===== src/rtl/accel_frame_gen.sv =====
// accel_frame_gen: burst generator of test samples sent as UART byte frames.
// Define ACCEL_FRAME_GEN_PARITY_EN to add an even-parity bit to every frame.
module accel_frame_gen #(
  parameter int DATA_W   = 14,
  parameter int BAUD_DIV = 4,
  parameter int GAP_CYC  = 8
) (
  input  logic              clk,
  input  logic              rst,
  input  logic              start,
  input  logic              stop,
  input  logic [1:0]        mode,
  input  logic [7:0]        num_samples,
  input  logic [15:0]       seed,
  output logic              TX_A,
  output logic              busy,
  output logic              smpl_vld,
  output logic [DATA_W-1:0] smpl_data,
  output logic              done
);
  localparam int NB = (DATA_W + 7) / 8;
  localparam int FW = NB * 8;
  localparam logic [DATA_W-1:0] MSB = DATA_W'(1) << (DATA_W - 1);
`ifdef ACCEL_FRAME_GEN_PARITY_EN
  localparam logic [3:0] LAST_BIT = 4'd8;
`else
  localparam logic [3:0] LAST_BIT = 4'd7;
`endif

  typedef enum logic [2:0] {IDLE, LOAD, START_BIT, DATA_BITS, STOP_BIT, GAP} state_t;

  state_t              state_q, state_d;
  logic [31:0]         baud_q, baud_d, gap_q, gap_d;
  logic [3:0]          bit_q, bit_d;
  logic [1:0]          byte_q, byte_d;
  logic [7:0]          cnt_q, cnt_d;
  logic                stop_q, stop_d, vld_q, vld_d, done_q, done_d;
  logic [15:0]         lfsr_q, lfsr_d, lfsr_nx;
  logic [2:0]          corner_q, corner_d;
  logic [DATA_W-1:0]   ramp_q, ramp_d, data_q, data_d, corner_val, sample;
  logic [7:0]          cur_byte;
  logic                tx_bit, bit_end, last_smp, smp_end;

  always_ff @(posedge clk) begin
    if (rst) begin
      state_q  <= IDLE;
      baud_q   <= '0;
      gap_q    <= '0;
      bit_q    <= '0;
      byte_q   <= '0;
      cnt_q    <= '0;
      stop_q   <= 1'b0;
      vld_q    <= 1'b0;
      done_q   <= 1'b0;
      lfsr_q   <= 16'hACE1;
      corner_q <= '0;
      ramp_q   <= '0;
      data_q   <= '0;
    end else begin
      state_q  <= state_d;
      baud_q   <= baud_d;
      gap_q    <= gap_d;
      bit_q    <= bit_d;
      byte_q   <= byte_d;
      cnt_q    <= cnt_d;
      stop_q   <= stop_d;
      vld_q    <= vld_d;
      done_q   <= done_d;
      lfsr_q   <= lfsr_d;
      corner_q <= corner_d;
      ramp_q   <= ramp_d;
      data_q   <= data_d;
    end
  end

  assign lfsr_nx    = {1'b0, lfsr_q[15:1]} ^ (lfsr_q[0] ? 16'hB400 : 16'h0000);
  assign corner_val = corner_q == 3'd0 ? ~MSB :
                      corner_q == 3'd1 ? MSB :
                      corner_q == 3'd2 ? '1 :
                      corner_q == 3'd3 ? DATA_W'(1) : '0;
  assign sample     = mode == 2'b01 ? DATA_W'(lfsr_nx) :
                      mode == 2'b10 ? corner_val :
                      mode == 2'b11 ? ramp_q : '0;
  assign cur_byte   = 8'(FW'(data_q) >> {byte_q, 3'b000});
  assign bit_end    = baud_q == 32'(BAUD_DIV - 1);
  // stop arriving on the very edge that closes a sample still ends the burst
  assign last_smp   = stop_q | stop | (num_samples != 8'd0 && cnt_q == num_samples);

  always_comb begin
    tx_bit = cur_byte[bit_q[2:0]];
`ifdef ACCEL_FRAME_GEN_PARITY_EN
    if (bit_q[3]) tx_bit = ^cur_byte;
`endif
  end

  always_comb begin
    state_d  = state_q;
    baud_d   = '0;
    gap_d    = gap_q;
    bit_d    = bit_q;
    byte_d   = byte_q;
    cnt_d    = cnt_q;
    stop_d   = stop_q | (stop & (state_q != IDLE));
    vld_d    = 1'b0;
    done_d   = 1'b0;
    lfsr_d   = lfsr_q;
    corner_d = corner_q;
    ramp_d   = ramp_q;
    data_d   = data_q;
    smp_end  = 1'b0;
    if (state_q == START_BIT || state_q == DATA_BITS || state_q == STOP_BIT)
      baud_d = bit_end ? '0 : baud_q + 32'd1;
    case (state_q)
      IDLE: if (start) begin
        state_d  = LOAD;
        cnt_d    = '0;
        stop_d   = 1'b0;
        corner_d = '0;
        ramp_d   = '0;
        lfsr_d   = seed == 16'h0000 ? 16'hACE1 : seed;
      end
      LOAD: begin
        state_d  = START_BIT;
        data_d   = sample;
        vld_d    = 1'b1;
        cnt_d    = cnt_q + 8'd1;
        byte_d   = '0;
        bit_d    = '0;
        lfsr_d   = mode == 2'b01 ? lfsr_nx : lfsr_q;
        corner_d = mode == 2'b10 ? (corner_q == 3'd4 ? 3'd0 : corner_q + 3'd1) : corner_q;
        ramp_d   = mode == 2'b11 ? ramp_q + DATA_W'(1) : ramp_q;
      end
      START_BIT: if (bit_end) state_d = DATA_BITS;
      DATA_BITS: if (bit_end) begin
        bit_d = bit_q + 4'd1;
        if (bit_q == LAST_BIT) state_d = STOP_BIT;
      end
      STOP_BIT: if (bit_end) begin
        if (byte_q == 2'(NB - 1)) begin
          gap_d = '0;
          if (GAP_CYC == 0) smp_end = 1'b1;
          else state_d = GAP;
        end else begin
          byte_d  = byte_q + 2'd1;
          bit_d   = '0;
          state_d = START_BIT;
        end
      end
      GAP: begin
        gap_d = gap_q + 32'd1;
        if (gap_q == 32'(GAP_CYC - 1)) smp_end = 1'b1;
      end
      default: state_d = IDLE;
    endcase
    if (smp_end) begin
      state_d = last_smp ? IDLE : LOAD;
      done_d  = last_smp;
      if (last_smp) stop_d = 1'b0;
    end
  end

  assign TX_A      = state_q == START_BIT ? 1'b0 : state_q == DATA_BITS ? tx_bit : 1'b1;
  assign busy      = state_q != IDLE;
  assign smpl_vld  = vld_q;
  assign smpl_data = data_q;
  assign done      = done_q;
endmodule

===== config.mk =====
export PLATFORM = sky130hd
export DESIGN_NAME = accel_frame_gen
export DESIGN_NICKNAME = d
export VERILOG_FILES = /design/src/rtl/accel_frame_gen.sv
export SDC_FILE = /design/constraint.sdc
export NUM_CORES = 1
export LEC_CHECK = 0
export ABC_AREA = 0
export ABC_CLOCK_PERIOD_IN_PS = 5800
export BUFFER_PORTS_ARGS = -buffer_cell sky130_fd_sc_hd__buf_2
export CORE_ASPECT_RATIO = 0.9
export CORE_MARGIN = 5
export CORE_UTILIZATION = 53
export CTS_BUF_LIST = sky130_fd_sc_hd__clkbuf_2 sky130_fd_sc_hd__clkbuf_4 sky130_fd_sc_hd__clkbuf_8
export CTS_CLUSTER_DIAMETER = 60
export DETAILED_ROUTE_END_ITERATION = 16
export PLACE_DENSITY = 0.71
export SETUP_SLACK_MARGIN = 0.05
export SYNTH_ARGS = -nofsm -noshare
export SYNTH_HDL_FRONTEND = slang
export SYNTH_SLANG_ARGS = --single-unit

===== constraint.sdc =====
create_clock -name clk -period 5.8 [get_ports clk]
set_clock_uncertainty 0.2 [all_clocks]
set_input_delay 1.74 -clock clk [delete_from_list [all_inputs] [get_ports clk]]
set_output_delay 1.74 -clock clk [all_outputs]
set_load 0.01 [all_outputs]

# Word-level counts from Yosys, hierarchy flattened
# Cells that the tools add are included.
[totals]
output_inout_bits = 18
register_bits = 131
ramBits = 0
mem_bits_ro = 0
mem_count = 0
latchBits = 0
[classes]
n_shift = 1
n_eq_ne = 31
n_bitwise = 7
n_div = 0
n_mux = 51
magnitude_cmp = 1
n_mul = 0
n_reduce_logical = 22
addsub = 7
[ops]
columns = ["op", "count"]
rows = [
  ["$mux W14", 8],
  ["$add A32 B1 Y32 const B", 2],
  ["$mux W16", 4],
  ["$mux W32", 2],
  ["$pmux W32 S2", 1],
  ["$eq A32 B2 Y1 const B", 1],
  ["$eq A32 B3 Y1 const B", 1],
  ["$pmux W16 S2", 1],
  ["$mux W3", 10],
  ["$pmux W14 S2", 1],
  ["$pmux W3 S6", 1],
  ["$logic_not A16 Y1", 1],
  ["$ne A2 B2 Y1 const B", 8],
  ["$pmux W8 S2", 1],
  ["$xor A15 B16 Y16", 1],
  ["$ne A3 B3 Y1 const B", 5],
  ["$reduce_and A3 Y1", 5],
  ["$add A14 B1 Y14 const B", 1],
  ["$shr A14 B5 Y8", 1],
  ["$eq A3 B2 Y1 const B", 4],
  ["$mux W1", 12],
  ["$mux W4", 3],
  ["$pmux W4 S3", 1],
  ["$eq A3 B3 Y1 const B", 3],
  ["30 further kinds", 42],
]

# Depth between registers and ports, before layout
# Gate-level depths: netlist of the first run.
[depth]
ltp_word = 7
ltp_mapped = 8
ltp_nobuf = 7

# Worst setup path after synthesis of the first run
# No wires, ideal clock.
[synth_timing]
kind = "flip-flop to output port"
from = "register bit_q[0]"
to = "output TX_A"
path_slack_ps = 2239
arrival_time_ps = 1621
n_path_buf = 1
path_stages_with_launch = 6
path_cell_list = "dfxtp_1 -> clkbuf_1 -> mux4_2 -> and2_1 -> a211oi_1 -> o21ai_0"
[synth_via]
elab_chain_len = 4
[synth_rtl]
columns = ["element", "line_no", "rtl"]
rows = [
  ["from (decl)", "34", "logic [3:0] bit_q, bit_d;"],
  ["from (signal assigned)", "63", "bit_q <= bit_d;"],
  ["$bmux W1 S3", "90", "tx_bit = cur_byte[bit_q[2:0]];"],
  ["$mux W1 (not written as such)", "90", ""],
  ["$mux W1 (2 in series)", "162", "assign TX_A = state_q == START_BIT ? 1'b0 : state_q == DATA_BITS ? tx_bit : 1'b1;"],
  ["to (decl)", "15", "output logic TX_A,"],
]
# No other way between the ends. The select of a mux whose other input is x is not followed.

# Final worst setup path of the first run
# Same ends and word-level chain as after synthesis.

==> results of run 1 <==
-- cell usage in the layout, fill, tap and decap left out, types with 13 or more instances in the layout --
cell type and count:
o31ai_1 21, xor2_1 38, mux2_2 15, nor2_1 103, nor3_1 24, o21ai_0 28
a21oi_1 71, buf_2 47, nand2_1 62, nand3_1 39, nand4_1 36, dfxtp_1 131
inv_1 19, clkbuf_8 19, or4_1 21, nor4_1 13
-- cell families (layout without fill, tap and decap cells) --
group	count (synthesis)	in the layout	synth area share
simple gates	372	372	0.288
compound gates	173	173	0.160
flops	131	131	0.385
buf+inv	69	104	0.0426
xor+xnor	50	50	0.0642
mux	22	22	0.0407
fa+ha+maj	11	11	0.0202
-- metrics by stage --
stage                     cells  setup WS (ns)  utilization  power (mW)
after floorplan             828           2.24            -        1.09
after global placement      995           2.17        0.561        1.14
after detailed placement    995           2.09        0.561        1.14
after CTS                  1027           1.58        0.594        1.97
after global routing       1027           1.45        0.594        2.03
final                      1027           1.62        0.594        1.95
-- worst max path at each step --
| stage | start | endpoint | slack, ns | cells after the start |
|---|---|---|---|---|
| floorplan | bit_q[0]$_SDFFE_PP0P_ | TX_A | 2.24 | 5 |
| global placement | bit_q[0]$_SDFFE_PP0P_ | TX_A | 2.17 | 5 |
| detailed placement | bit_q[0]$_SDFFE_PP0P_ | TX_A | 2.09 | 5 |
| CTS | bit_q[0]$_SDFFE_PP0P_ | TX_A | 1.58 | 5 |
| global route | bit_q[0]$_SDFFE_PP0P_ | TX_A | 1.45 | 5 |
| finish | bit_q[0]$_SDFFE_PP0P_ | TX_A | 1.62 | 5 |
-- registers in the layout, indices dropped and copies added, names as in the netlist --
name and flops:
lfsr_q 16, smpl_vld 1, smpl_data 14, stop_q 1, corner_q 3, byte_q 2, cnt_q 8, bit_q 4
ramp_q 14, gap_q 32, baud_q 32, state_q 3, done 1
-- layer usage --
layer	vias up	routed length, um
li1	3062	-
met1	2964	8060
met2	183	7400
met3	28	1020
met4	0	254
met5	-	0
-- power by group through the flow --
stage | Sequential, mW | Clock [mW] | Combinational, mW
2_1_floorplan | 0.965 | 0 | 0.121
3_3_place_gp | 0.975 | 0 | 0.165
3_5_place_dp | 0.975 | 0 | 0.170
4_1_cts | 0.954 | 0.840 | 0.171
5_1_grt | 0.959 | 0.882 | 0.193
6_report | 0.955 | 0.825 | 0.174
-- final cells by class --
cell class,count,area [um2],share of cell area
tap,164,205,0.0273
inverter,19,71.3,0.00950
sequential,131,2620,0.349
multi-input combinational,628,3910,0.520
timing repair buffer,53,280,0.0373
clock inverter,12,155,0.0207
clock buffer,20,269,0.0358
-- tightest hold or removal path: stages, from the launching register on --
cell     delay [ns]
dfxtp_1        0.33
a21oi_1        0.06
nand2_1        0.05
-- synthesized netlist by cell type, types with 15 or more instances --
master	instances
mux2_2	15
o21ai_0	28
dfxtp_1	131
or4_1	21
inv_1	19
nor3_1	24
nand3_1	39
xor2_1	38
o31ai_1	21
nand2_1	62
nand4_1	36
a21oi_1	71
nor2_1	103
clkbuf_1	33
==> qor.yml, run 1 <==
outcome:
  status: "finished, final reports clean"
synth:
  synth_largest_area_cell: "dfxtp_1"
  dominantRegCellSynth: "dfxtp_1"
  synthCells: 828
  yosysWarnings: 0
  netlist.area_leader.share: 0.385
  synth_area_leaders: "dfxtp_1 38%, nor2_1 5.7%, a21oi_1 5.2%"
  syn_avg_cell_area_um2: 8.24
  syn_nets: 869
  synth_edf_count: 0
  synth.distinct_cells: 63
  async_flop_share: 0
  ys_seq_area_frac: 0.385
  syn_area_um2: 6820
  ys_seq_elements: 131
floorplan:
  die_w_um: 130
  rows: 39
  core-area_um2: 12600
  io-pin-count: 48
  fp.dieArea_um2: 15200
  die_y_um: 118
  start_util: 0.540
hold_path:
  worstHoldStart: "lfsr_q[15]$_SDFFE_PP1P_"
  min_to: "lfsr_q[15]$_SDFFE_PP1P_"
  hold_class: "reg2reg"
  worstHoldPathCells: 2
cts:
  clkTransAtPathRegs_ns: 0.08
  cts_resized: 0
  cts_max_level: 4
  cts_sinks: 131
  hold_buffers: 0
  post-cts-setup-buffers: 0
  cts-buffers-inserted: 17
  clk_path_buf_depth: 2
  clk_root_buffer_cell: "clkbuf_8"
  cts_tree: "done"
  clk_latency_ns: 0.45
flow_run:
  maxCapViolations: 0
routing:
  vias_per_cell: 6.07
  post-route-drc-count: 0
  vias: 6237
  drt_iter0_drc: 634
  wl_um: 16700
  ant_nets: 0
  drtPass1Iterations: 7
  routedWlPerCell_um: 16.3
layout:
  num-fill-cells: 1137
  nNetsFinal: 891
  syn2layout_area_growth_pct: 10.1
  design_area_um2: 7510
  layout-drive-gt1-share: 0.144
  antennaDiodeCount: 0
power:
  switchingPower_mw: 0.509
  p_leak_nw: 2.57
  swShare: 0.261
  p_int_mw: 1.44
  combPwrFrac: 0.089
  seqPwrFrac: 0.489
  vdd_drop_max_mv: 0.183
  cellPowerDensity_nw_per_um2: 260
  power.share.clock: 0.422
critical_path:
  path_cells: "mux4_2 > and2_1 > a211oi_1 > o21ai_0 > buf_2"
  cp.arrival_ns: 2.24
  critPathMaxStageDelay_ns: 0.55
  crit_type: "reg2out"
  cp-end-kind: "output port"
  worstReg2RegStart: "state_q[0]$_SDFFE_PP0P_"
  worstReg2RegEnd: "gap_q[25]$_SDFFE_PP0P_"
  crit_path_start_kind: "flip-flop"
  slowest_stage: "dfxtp_1"
  cpLargestDelayFamily: "flip-flops"
  critPathMaxFanout: 8
  regToRegSetupSlack_ns: 2.53
  cp_data_required_time_ns: 3.86
  path_buf_inv: 1
  r2r_cells: 5
sta:
  maxSlewViolCount: 0
  tightest_slew_ns: 1.16
  period_share: 0.721
  finalWorstPathRequiredPeriod_ns: 4.18
  hold_ws_ns: 0.273
  hold_viol_final: 0
  rsz0062_at_grt: "false"
  setup_viol: 0
  max_freq_mhz: 239
  relSlewSlack: 0.222
  setup_tns_ns: 0
grt:
  grt_start_max_net_pins: 60
  gr-total-overflow: 0
  grt_util_met1: 0.322
  busiest_layer: "met1"
  use_met2: 0.318
  track_usage: 0.222
  grt_pass1_vias: 5807
  gr-usage-met3: 0.0563
  grt_pass1_wl_um: 28000
  grt_antenna_before_repair: 0
placement:
  gp_congestion: 0.855
  io_buffers: 47
  place_hpwl_um: 11600
  place_area_um2: 7090
No activity file was read; power rests on OpenSTA's default activity.
==> run 2: changes to the inputs <==
--- a/config.mk
+++ b/config.mk
@@ -6,7 +6,7 @@
 export NUM_CORES = 1
 export LEC_CHECK = 0
 export ABC_AREA = 0
-export ABC_CLOCK_PERIOD_IN_PS = 5800
+export ABC_CLOCK_PERIOD_IN_PS = 3900
 export BUFFER_PORTS_ARGS = -buffer_cell sky130_fd_sc_hd__buf_2
 export CORE_ASPECT_RATIO = 0.9
 export CORE_MARGIN = 5
==> constraint.sdc (replaced) <==
create_clock -name clk -period 3.9 [get_ports clk]
set_clock_uncertainty 0.2 [all_clocks]
set_input_delay 1.17 -clock clk [delete_from_list [all_inputs] [get_ports clk]]
set_output_delay 1.17 -clock clk [all_outputs]
set_load 0.01 [all_outputs]
==> qor.yml, run 2 (synthesized netlist as in run 1, its figures left out) <==
cts:
  clk_path_buf_depth: 2
  clk_root_buffer_cell: "clkbuf_8"
  clkTransAtPathRegs_ns: 0.07
  cts_max_level: 4
  clk_latency_ns: 0.46
  cts_tree: "done"
  hold_buffers: 0
  post-cts-setup-buffers: 0
  cts_resized: 0
  cts_sinks: 131
  cts-buffers-inserted: 17
critical_path:
  cp_data_required_time_ns: 2.53
  cp-end-kind: "output port"
  crit_type: "reg2out"
  critPathMaxFanout: 8
  slowest_stage: "dfxtp_1"
  cp.arrival_ns: 2.14
  critPathMaxStageDelay_ns: 0.53
  crit_path_start_kind: "flip-flop"
  regToRegSetupSlack_ns: 0.83
  crit_start: "bit_q[0]$_SDFFE_PP0P_"
  worstReg2RegStart: "state_q[0]$_SDFFE_PP0P_"
  path_cells: "mux4_2 > and2_1 > a211oi_1 > o21ai_0 > buf_2"
  cpLargestDelayFamily: "flip-flops"
  path_buf_inv: 1
floorplan:
  start_util: 0.540
  fp.dieArea_um2: 15200
  core-area_um2: 12600
  die_y_um: 118
  io-pin-count: 48
  die_w_um: 130
  rows: 39
layout:
  seq_area_um2: 2620
  largest_registers: "baud_q: 32 flops, gap_q: 32 flops, lfsr_q: 16 flops"
  nNetsFinal: 895
  layout-drive-gt1-share: 0.148
  final_cell_mix: "131 x dfxtp_1, 103 x nor2_1, 71 x a21oi_1, 62 x nand2_1, 47 x buf_2"
  antennaDiodeCount: 0
  multi_input_area_um2: 3910
  num-fill-cells: 1135
  layout_commonest_cell: "dfxtp_1"
  syn2layout_area_growth_pct: 11.2
routing:
  wl_um: 16800
  drt_iter0_drc: 443
  vias: 6274
  post-route-drc-count: 0
  drtPass1Iterations: 5
  vias_per_cell: 6.09
  routedWlPerCell_um: 16.3
  ant_nets: 0
flow_run:
  maxCapViolations: 0
grt:
  grt_pass1_wl_um: 27600
  grt_antenna_before_repair: 0
  grt_pass1_vias: 5640
  grt_start_max_net_pins: 56
  gr-total-overflow: 0
  track_usage: 0.219
placement:
  gp_congestion: 0.884
  place_hpwl_um: 11600
  io_buffers: 47
sta:
  finalWorstPathRequiredPeriod_ns: 3.51
  rsz0062_at_grt: "false"
  setup_tns_ns: 0
  tightest_slew_ns: 1.17
  hold_viol_final: 0
  relSlewSlack: 0.219
  period_share: 0.900
  setup_viol: 0
  max_freq_mhz: 285
  maxSlewViolCount: 0
power:
  p_leak_nw: 2.61
  vdd_drop_max_mv: 0.236
  p_total_mw: 3.02
  cellPowerDensity_nw_per_um2: 398
hold_path:
  worstHoldStart: "baud_q[0]$_SDFF_PP0_"
  hold_class: "reg2reg"
outcome:
  status: "finished, final reports clean"
## run 2: cell types whose count changed in the layout (fill, tap and decap cells not counted)
| cell | delta |
|---|---|
| clkinvlp_4 | -1 |
| bufinv_16 | +1 |
| buf_4 | +4 |
| inv_6 | -1 |
| clkbuf_8 | +3 |
| clkinv_4 | -2 |
| clkinv_2 | -1 |
| clkbuf_4 | +1 |
## run 2: layout make-up
| class | count | share of cell area |
|---|---|---|
| multi-input cells | 628 | 0.515 |
| flip-flops and latches | 131 | 0.346 |
| clock buffers | 24 | 0.0419 |
| repair buffers | 57 | 0.0409 |
| well taps | 164 | 0.0271 |
| clock inverters | 8 | 0.0193 |
| inverters | 19 | 0.00941 |
## run 2: metrics by stage
stage | cells | cell area, um2 | setup slack, ns | hold slack [ns] | utilization
after detailed placement | 999 | 7120 | 0.750 | 0.251 | 0.563
after floorplan | 828 | 6820 | 0.909 | 0.230 | -
after CTS | 1031 | 7580 | 0.357 | 0.269 | 0.600
after global placement | 999 | 7120 | 0.840 | 0.247 | 0.563
final | 1031 | 7580 | 0.391 | 0.266 | 0.600
after global routing | 1031 | 7580 | 0.168 | 0.298 | 0.600
## run 2: metal layers
metal  vias up  part of all wire  track usage
met5         -                 0            0
met3        23             0.063       0.0544
met4         0             0.010       0.0578
met2       208              0.45        0.322
li1       3081                 -            -
met1      2962              0.48        0.321
## run 2: power by group
part           total, mW  leakage, nW  switching [mW]  internal [mW]
clock network       1.34        0.236           0.540          0.796
registers           1.42         1.06          0.0447           1.38
logic              0.260         1.31           0.159          0.101
total               3.02         2.61           0.744           2.27
## run 2: path summary, 6_finish.rpt
check                                end  cells after the start
setup / recovery                    TX_A                      5
setup reg to reg  gap_q[29]$_SDFFE_PP0P_                      5
hold / removal      baud_q[0]$_SDFF_PP0_                      1
hold reg to reg     baud_q[0]$_SDFF_PP0_                      1
